<file path="src/rtl/adder_tree_pkg.sv">
// Shared definitions for the float-to-fixed adder tree and its input collector.
// Holds the frame width, element width, the +0.0 pad word and the element and
// frame vector types used on the collector/tree boundary.
package adder_tree_pkg;

    localparam int NUM_ELEMENTS     = 50;
    localparam int DATA_WIDTH_float = 32;
    localparam int CNT_W            = $clog2(NUM_ELEMENTS + 1);

    typedef logic [DATA_WIDTH_float-1:0] float_t;
    typedef float_t                      float_vec_t [NUM_ELEMENTS];
    typedef logic [CNT_W-1:0]            cnt_t;

    localparam float_t FLOAT_ZERO = '0;

endpackage

</file>
<file path="src/rtl/adder_tree_collect_bank.sv">
// One bank of the collector's ping-pong buffer.
// Ports:
//   clk, rst     clock and synchronous active-high reset (control state only)
//   wr_en        store wr_data at the current fill position
//   wr_last      upstream marks this element as the end of its frame
//   wr_data      float32 element, stored bit-exact
//   rel          the presented frame has been taken; bank returns to empty
//   rd_data      stored frame, entries at or beyond count read as +0.0
//   count        number of elements held
//   short_flag   frame was closed by wr_last before the bank was full
//   full         bank holds a closed frame
//   close        this cycle's write closes the frame
module adder_tree_collect_bank
    import adder_tree_pkg::*;
(
    input  logic                        clk,
    input  logic                        rst,
    input  logic                        wr_en,
    input  logic                        wr_last,
    input  logic [DATA_WIDTH_float-1:0] wr_data,
    input  logic                        rel,
    output logic [DATA_WIDTH_float-1:0] rd_data [NUM_ELEMENTS],
    output logic [CNT_W-1:0]            count,
    output logic                        short_flag,
    output logic                        full,
    output logic                        close
);

    localparam cnt_t LAST_IDX = cnt_t'(NUM_ELEMENTS - 1);

    logic [DATA_WIDTH_float-1:0] mem [NUM_ELEMENTS];

    assign close = wr_en && (wr_last || (count == LAST_IDX));

    // Storage is never reset; stale words are hidden by the count mask.
    always_ff @(posedge clk) begin
        if (wr_en) begin
            mem[count] <= wr_data;
        end
    end

    // A bank is only written while not full and only released while full,
    // so rel and wr_en never coincide.
    always_ff @(posedge clk) begin
        if (rst) begin
            count      <= '0;
            full       <= 1'b0;
            short_flag <= 1'b0;
        end else if (rel) begin
            count      <= '0;
            full       <= 1'b0;
            short_flag <= 1'b0;
        end else if (wr_en) begin
            count <= count + cnt_t'(1);
            if (close) begin
                full       <= 1'b1;
                // count+1 < NUM_ELEMENTS is the same as not closing on the last slot
                short_flag <= (count != LAST_IDX);
            end
        end
    end

    for (genvar k = 0; k < NUM_ELEMENTS; k++) begin : g_rd
        assign rd_data[k] = (cnt_t'(k) < count) ? mem[k] : FLOAT_ZERO;
    end

endmodule

</file>
<file path="src/rtl/adder_tree_input_collector.sv">
// Serial-to-parallel collector in front of the float-to-fixed adder tree.
// Gathers one float32 per cycle into frames of NUM_ELEMENTS using two banks,
// so one frame can be held for the tree while the next one fills.
// Ports:
//   clk, rst     clock and synchronous active-high reset
//   in_data      float32 element
//   in_valid     in_data valid
//   in_last      final element of a frame (may come early)
//   in_ready     an element can be accepted this cycle
//   vec_out      presented frame, index 0 = first accepted, zero padded
//   vec_count    real elements in the presented frame
//   vec_short    presented frame was closed early by in_last
//   vec_valid    vec_out holds a complete frame
//   vec_ready    adder tree has taken the frame
module adder_tree_input_collector
    import adder_tree_pkg::*;
(
    input  logic                        clk,
    input  logic                        rst,
    input  logic [DATA_WIDTH_float-1:0] in_data,
    input  logic                        in_valid,
    input  logic                        in_last,
    output logic                        in_ready,
    output logic [DATA_WIDTH_float-1:0] vec_out [NUM_ELEMENTS],
    output logic [CNT_W-1:0]            vec_count,
    output logic                        vec_short,
    output logic                        vec_valid,
    input  logic                        vec_ready
);

    logic                        wr_bank;
    logic                        rd_bank;
    logic                        accept;
    logic                        release_frame;
    logic                        close_any;
    logic [1:0]                  wr_en_b;
    logic [1:0]                  rel_b;
    logic [1:0]                  full_b;
    logic [1:0]                  short_b;
    logic [1:0]                  close_b;
    logic [CNT_W-1:0]            count_0;
    logic [CNT_W-1:0]            count_1;
    logic [DATA_WIDTH_float-1:0] rd_0 [NUM_ELEMENTS];
    logic [DATA_WIDTH_float-1:0] rd_1 [NUM_ELEMENTS];

    // Ready comes from registered full flags only, so a release never
    // reaches in_ready in the same cycle.
    assign in_ready      = !rst && !full_b[wr_bank];
    assign accept        = in_valid && in_ready;
    assign release_frame = vec_valid && vec_ready;
    assign close_any     = |close_b;

    assign wr_en_b = {accept && wr_bank, accept && !wr_bank};
    assign rel_b   = {release_frame && rd_bank, release_frame && !rd_bank};

    adder_tree_collect_bank u_bank0 (
        .clk        (clk),
        .rst        (rst),
        .wr_en      (wr_en_b[0]),
        .wr_last    (in_last),
        .wr_data    (in_data),
        .rel        (rel_b[0]),
        .rd_data    (rd_0),
        .count      (count_0),
        .short_flag (short_b[0]),
        .full       (full_b[0]),
        .close      (close_b[0])
    );

    adder_tree_collect_bank u_bank1 (
        .clk        (clk),
        .rst        (rst),
        .wr_en      (wr_en_b[1]),
        .wr_last    (in_last),
        .wr_data    (in_data),
        .rel        (rel_b[1]),
        .rd_data    (rd_1),
        .count      (count_1),
        .short_flag (short_b[1]),
        .full       (full_b[1]),
        .close      (close_b[1])
    );

    // Close of one bank and release of the other may share an edge; each
    // pointer moves independently.
    always_ff @(posedge clk) begin
        if (rst) begin
            wr_bank <= 1'b0;
            rd_bank <= 1'b0;
        end else begin
            if (close_any) begin
                wr_bank <= !wr_bank;
            end
            if (release_frame) begin
                rd_bank <= !rd_bank;
            end
        end
    end

    // Presentation is masked during reset so nothing stale leaks out on the
    // reset cycle itself.
    assign vec_valid = !rst && full_b[rd_bank];
    assign vec_short = !rst && short_b[rd_bank];
    assign vec_count = rst ? '0 : (rd_bank ? count_1 : count_0);

    for (genvar k = 0; k < NUM_ELEMENTS; k++) begin : g_out
        assign vec_out[k] = rd_bank ? rd_1[k] : rd_0[k];
    end

endmodule

</file>
<file path="config.mk">
export PLATFORM = sky130hd
export DESIGN_NAME = adder_tree_input_collector
export DESIGN_NICKNAME = d
export VERILOG_FILES = /design/src/rtl/adder_tree_pkg.sv /design/src/rtl/adder_tree_collect_bank.sv /design/src/rtl/adder_tree_input_collector.sv
export SDC_FILE = /design/constraint.sdc
export NUM_CORES = 2
export LEC_CHECK = 0
export ABC_AREA = 1
export CAP_MARGIN = 25
export CORE_AREA = 2 2 650 652
export CTS_BUF_LIST = sky130_fd_sc_hd__clkbuf_4 sky130_fd_sc_hd__clkbuf_8
export DETAILED_ROUTE_END_ITERATION = 8
export DIE_AREA = 0 0 652 654
export GPL_TIMING_DRIVEN = 0
export SYNTH_ARGS = -nofsm -noshare
export SYNTH_HDL_FRONTEND = slang
export SYNTH_SLANG_ARGS = --single-unit
</file>
<file path="constraint.sdc">
create_clock -name clk -period 4.15 [get_ports clk]
set_input_delay 0.415 -clock clk [delete_from_list [all_inputs] [get_ports clk]]
set_output_delay 0.415 -clock clk [all_outputs]
set_load 0.01 [all_outputs]
</file>
==> impl_metrics.ini <==
[clock_tree]
clockBufferDepth = 4
cts_tree = yes
worst_skew_pair.late_latency_ns = 1.27
cts_buffers = 550
cts_root_buf = clkbuf_8
path_clk_slew_ns = 0.06
clock-sinks = 3218
cts_max_level = 6

[sta]
layout_min_cycle_time_ns = 4.15
skew_ns = 0.128
worst_slew_pin_slew_ns = 1.04
setup_viol = 1
grt_setup_unrepaired = yes
slew_violations = 0
slew-limit-headroom_pct = 31.0
setup_tns_ns = -0.000930
fin_crit_sh_pct = 100
fmax_mhz = 241
finalWorstSetupSlack_ns = -0.000930
whs_ns = 0.212
hold_viol_final = 0

[synthesis]
synth_mux_area_share_pct = 0
synth_top_family_by_area = simple AND/OR/NAND/NOR gates
synth_edf_count = 3200
synth_fa_ha_area_share_pct = 0.0609
yosys.area_share.xor_xnor_pct = 0
synth_fp_nets = 9137
syn_area_um2 = 123000
synth_compound_area_share_pct = 5.39
synth_ff_type = edfxtp_1
synth_cells = 9094
yosys_warnings = 0
ys_ff_latch = 3218
yosys.area_share.simple_pct = 13.4
synth.distinct_cells = 35
syn_avg_cell_area_um2 = 13.6
ys_async_sr_fraction_pct = 0
ys_seq_area_share_pct = 78.2

[power]
peakVddDrop_uv = 355
p_leak_nw = 67.2
power_density_nw_per_um2 = 391
totalPowerFinal_mw = 65.9

[floorplanning]
die_area_um2 = 426000
fp.dieW_um = 652
rows = 238
start_util_pct = 29.4
dieHeight_um = 654
io_pins = 1646
core_area_um2 = 419000

[placed_design]
portBuffers = 1645
dpl_cell_area_um2 = 152000
place.gp.congestion = 0.904
dp_slack_ns = -1.91
dp_hpwl_um = 413000

[setup_path]
startpoint_type = flop
worst_path_dominant_cell_family = buffers and inverters
critPathKind = reg2out
end_kind = output pin
cp.arrival_ns = 3.74
required_ns = 3.73
cp_slowest_cell = clkdlybuf4s50_1
path_buf_inv = 4
cp_cell_sequence = buf_12 -> nor2_4 -> buf_4 -> nand2_4 -> nand2_2 -> clkbuf_1 -> o22ai_1 -> clkdlybuf4s50_1
worstPathMaxFanout = 10
slowest_delay_ns = 0.59

[finish]
area_growth_pct = 36.9
drive_above_1_share_pct = 19.8
nets = 11700
fillers = 38800
final_area_um2 = 169000
seqCellArea_um2 = 96500
multi_input_area_um2 = 26100

[global_routing]
grt_pass1_wl_um = 757000
met1_usage_pct = 32.3
grt-busiest-layer = met2
grt_max_degree = 65
grt_use_met3_pct = 6.52
grt_usage_pct = 26.2
grt_pass1_vias = 86100
use_met2_pct = 42.4
antenna_found_initial = 68
grt_overflow = 0

[detailed_routing]
drtIter0Drc = 12400
vias = 92100
wl_per_cell_um = 33.2
ant_nets = 0
dr.pass1.iters = 6
via_per_inst = 5.23
wl_um = 584000
route.detailed.drc = 0

[status]
outcome = complete, but fails checks
violations = setup timing

[run]
cap_violations = 0

[min_path]
hold_class = in2reg
-- synth_stat cells, types with 4 or more instances --
cell | count | area [µm²]
clkbuf_1 | 515 | 1930
a22o_1 | 32 | 280
o21ai_2 | 5 | 43.8
clkbuf_2 | 9 | 45.0
o21ai_0 | 970 | 4850
nor2_2 | 4 | 25.0
nor2_1 | 136 | 510
o21ai_1 | 93 | 465
buf_2 | 81 | 405
nand4_1 | 131 | 820
dfxtp_1 | 18 | 360
buf_4 | 5 | 37.5
inv_1 | 207 | 777
nor3_1 | 14 | 70.1
nand2_1 | 1613 | 6050
ha_1 | 6 | 75.1
edfxtp_1 | 3200 | 96100
buf_1 | 59 | 221
nand3_1 | 1796 | 8990
o22ai_1 | 128 | 801
inv_2 | 20 | 75.1
nand2_2 | 5 | 31.3
a21oi_1 | 26 | 130
-- metrics by stage --
step	utilization, %	std cells
after floorplan	-	9094
after CTS	39.8	17500
final	40.3	17600
after global placement	35.0	16300
after global routing	40.2	17600
after detailed placement	36.2	16500
-- cells by family after synthesis --
family	count (synthesis)
DFF	3218
AOI/OAI and AO/OA	1262
buffers and inverters	902
and+or+nand+nor	3706
adders and majority gates	6
-- report_power, final --
part | switching [mW] | total, mW | internal (mW) | leakage, nW
sequential | 0.00970 | 35.8 | 35.8 | 28.9
combinational | 1.58 | 1.93 | 0.353 | 32.8
clock | 13.7 | 28.2 | 14.6 | 5.49
total | 15.2 | 65.9 | 50.7 | 67.2
-- worst reg2reg max path: stages, from the launching register on --
cell and delay (ns):
dfxtp_1 0.37, inv_1 0.07, nand2_1 0.07, nand4_1 0.10
nor2_1 0.51, nand2_1 0.36, clkbuf_2 0.52, buf_16 0.32
nor3_2 0.39, buf_6 0.25, buf_6 0.20, buf_6 0.20
-- per-layer routing --
layer | wire [µm] | part of all wire (%) | vias to the layer above
met5 | 114 | 0.020 | -
met4 | 38300 | 6.6 | 18
met3 | 59700 | 10 | 1263
met2 | 270000 | 46 | 5940
met1 | 216000 | 37 | 46000
li1 | - | - | 38900
-- registers in the layout, summed over array words and instances, names as in the netlist --
register            count
rd_bank                 1
u_bank0.count           6
u_bank0.full            1
u_bank0.mem          1600
u_bank0.short_flag      1
u_bank1.count           6
u_bank1.full            1
u_bank1.mem          1600
u_bank1.short_flag      1
wr_bank                 1
-- layout by cell type (no fill, tap or decap), types with 12 or more instances in the layout --
cell type / n
dlymetal6s2s_1: 465
clkbuf_8: 593
buf_2: 57
clkdlybuf4s15_1: 29
dlygate4sd2_1: 472
nand2_1: 1544
nand2_4: 35
o21ai_0: 629
clkbuf_2: 250
clkinv_8: 13
clkinv_1: 125
edfxtp_1: 3200
clkdlybuf4s15_2: 65
a21oi_1: 24
clkinvlp_4: 27
clkbuf_4: 322
diode_2: 22
nand4_1: 131
clkbuf_1: 51
dlygate4sd3_1: 36
nor2_1: 20
o21ai_2: 143
nand2_2: 33
inv_1: 193
o22ai_1: 117
buf_8: 73
buf_4: 147
clkdlybuf4s50_1: 546
inv_6: 12
o21ai_1: 248
buf_6: 89
nand3_4: 12
buf_16: 53
inv_8: 15
nand3_1: 1781
a22o_1: 32
o21ai_4: 48
buf_12: 129
clkinv_2: 35
nor2_4: 119
-- timing repair --
action,in CTS,in global routing
endpoints found under the setup margin,1608,997
gates resized for setup,2424,979
pin swaps,36,14
setup buffers,83,18
endpoints found under the hold margin,2121,0
cloned,3,0
hold buffers,36,0
-- path summary, 6_finish.rpt --
check                                       from                   to  slack (ns)  depth (start not counted)
worst min register to register      u_bank0.full         u_bank0.full        0.50                          2
worst max-delay path            u_bank0.count[5]        vec_out[1124]     -0.0009                          8
worst max register to register           wr_bank  u_bank1.mem[26][30]        0.43                         11
worst min-delay path                  in_data[5]   u_bank1.mem[35][5]        0.21                          2
-- final cells by class --
type,instances,share of cell area (%)
inverters,230,0.600
multi-input cells,4974,15.5
diodes,22,0.0326
repair buffers,1999,13.5
clock buffers,731,5.30
flip-flops and latches,3218,57.2
plain buffers,668,2.93
well taps,5520,4.09
clock inverters,225,0.904
(Power assumes the default switching activity.)
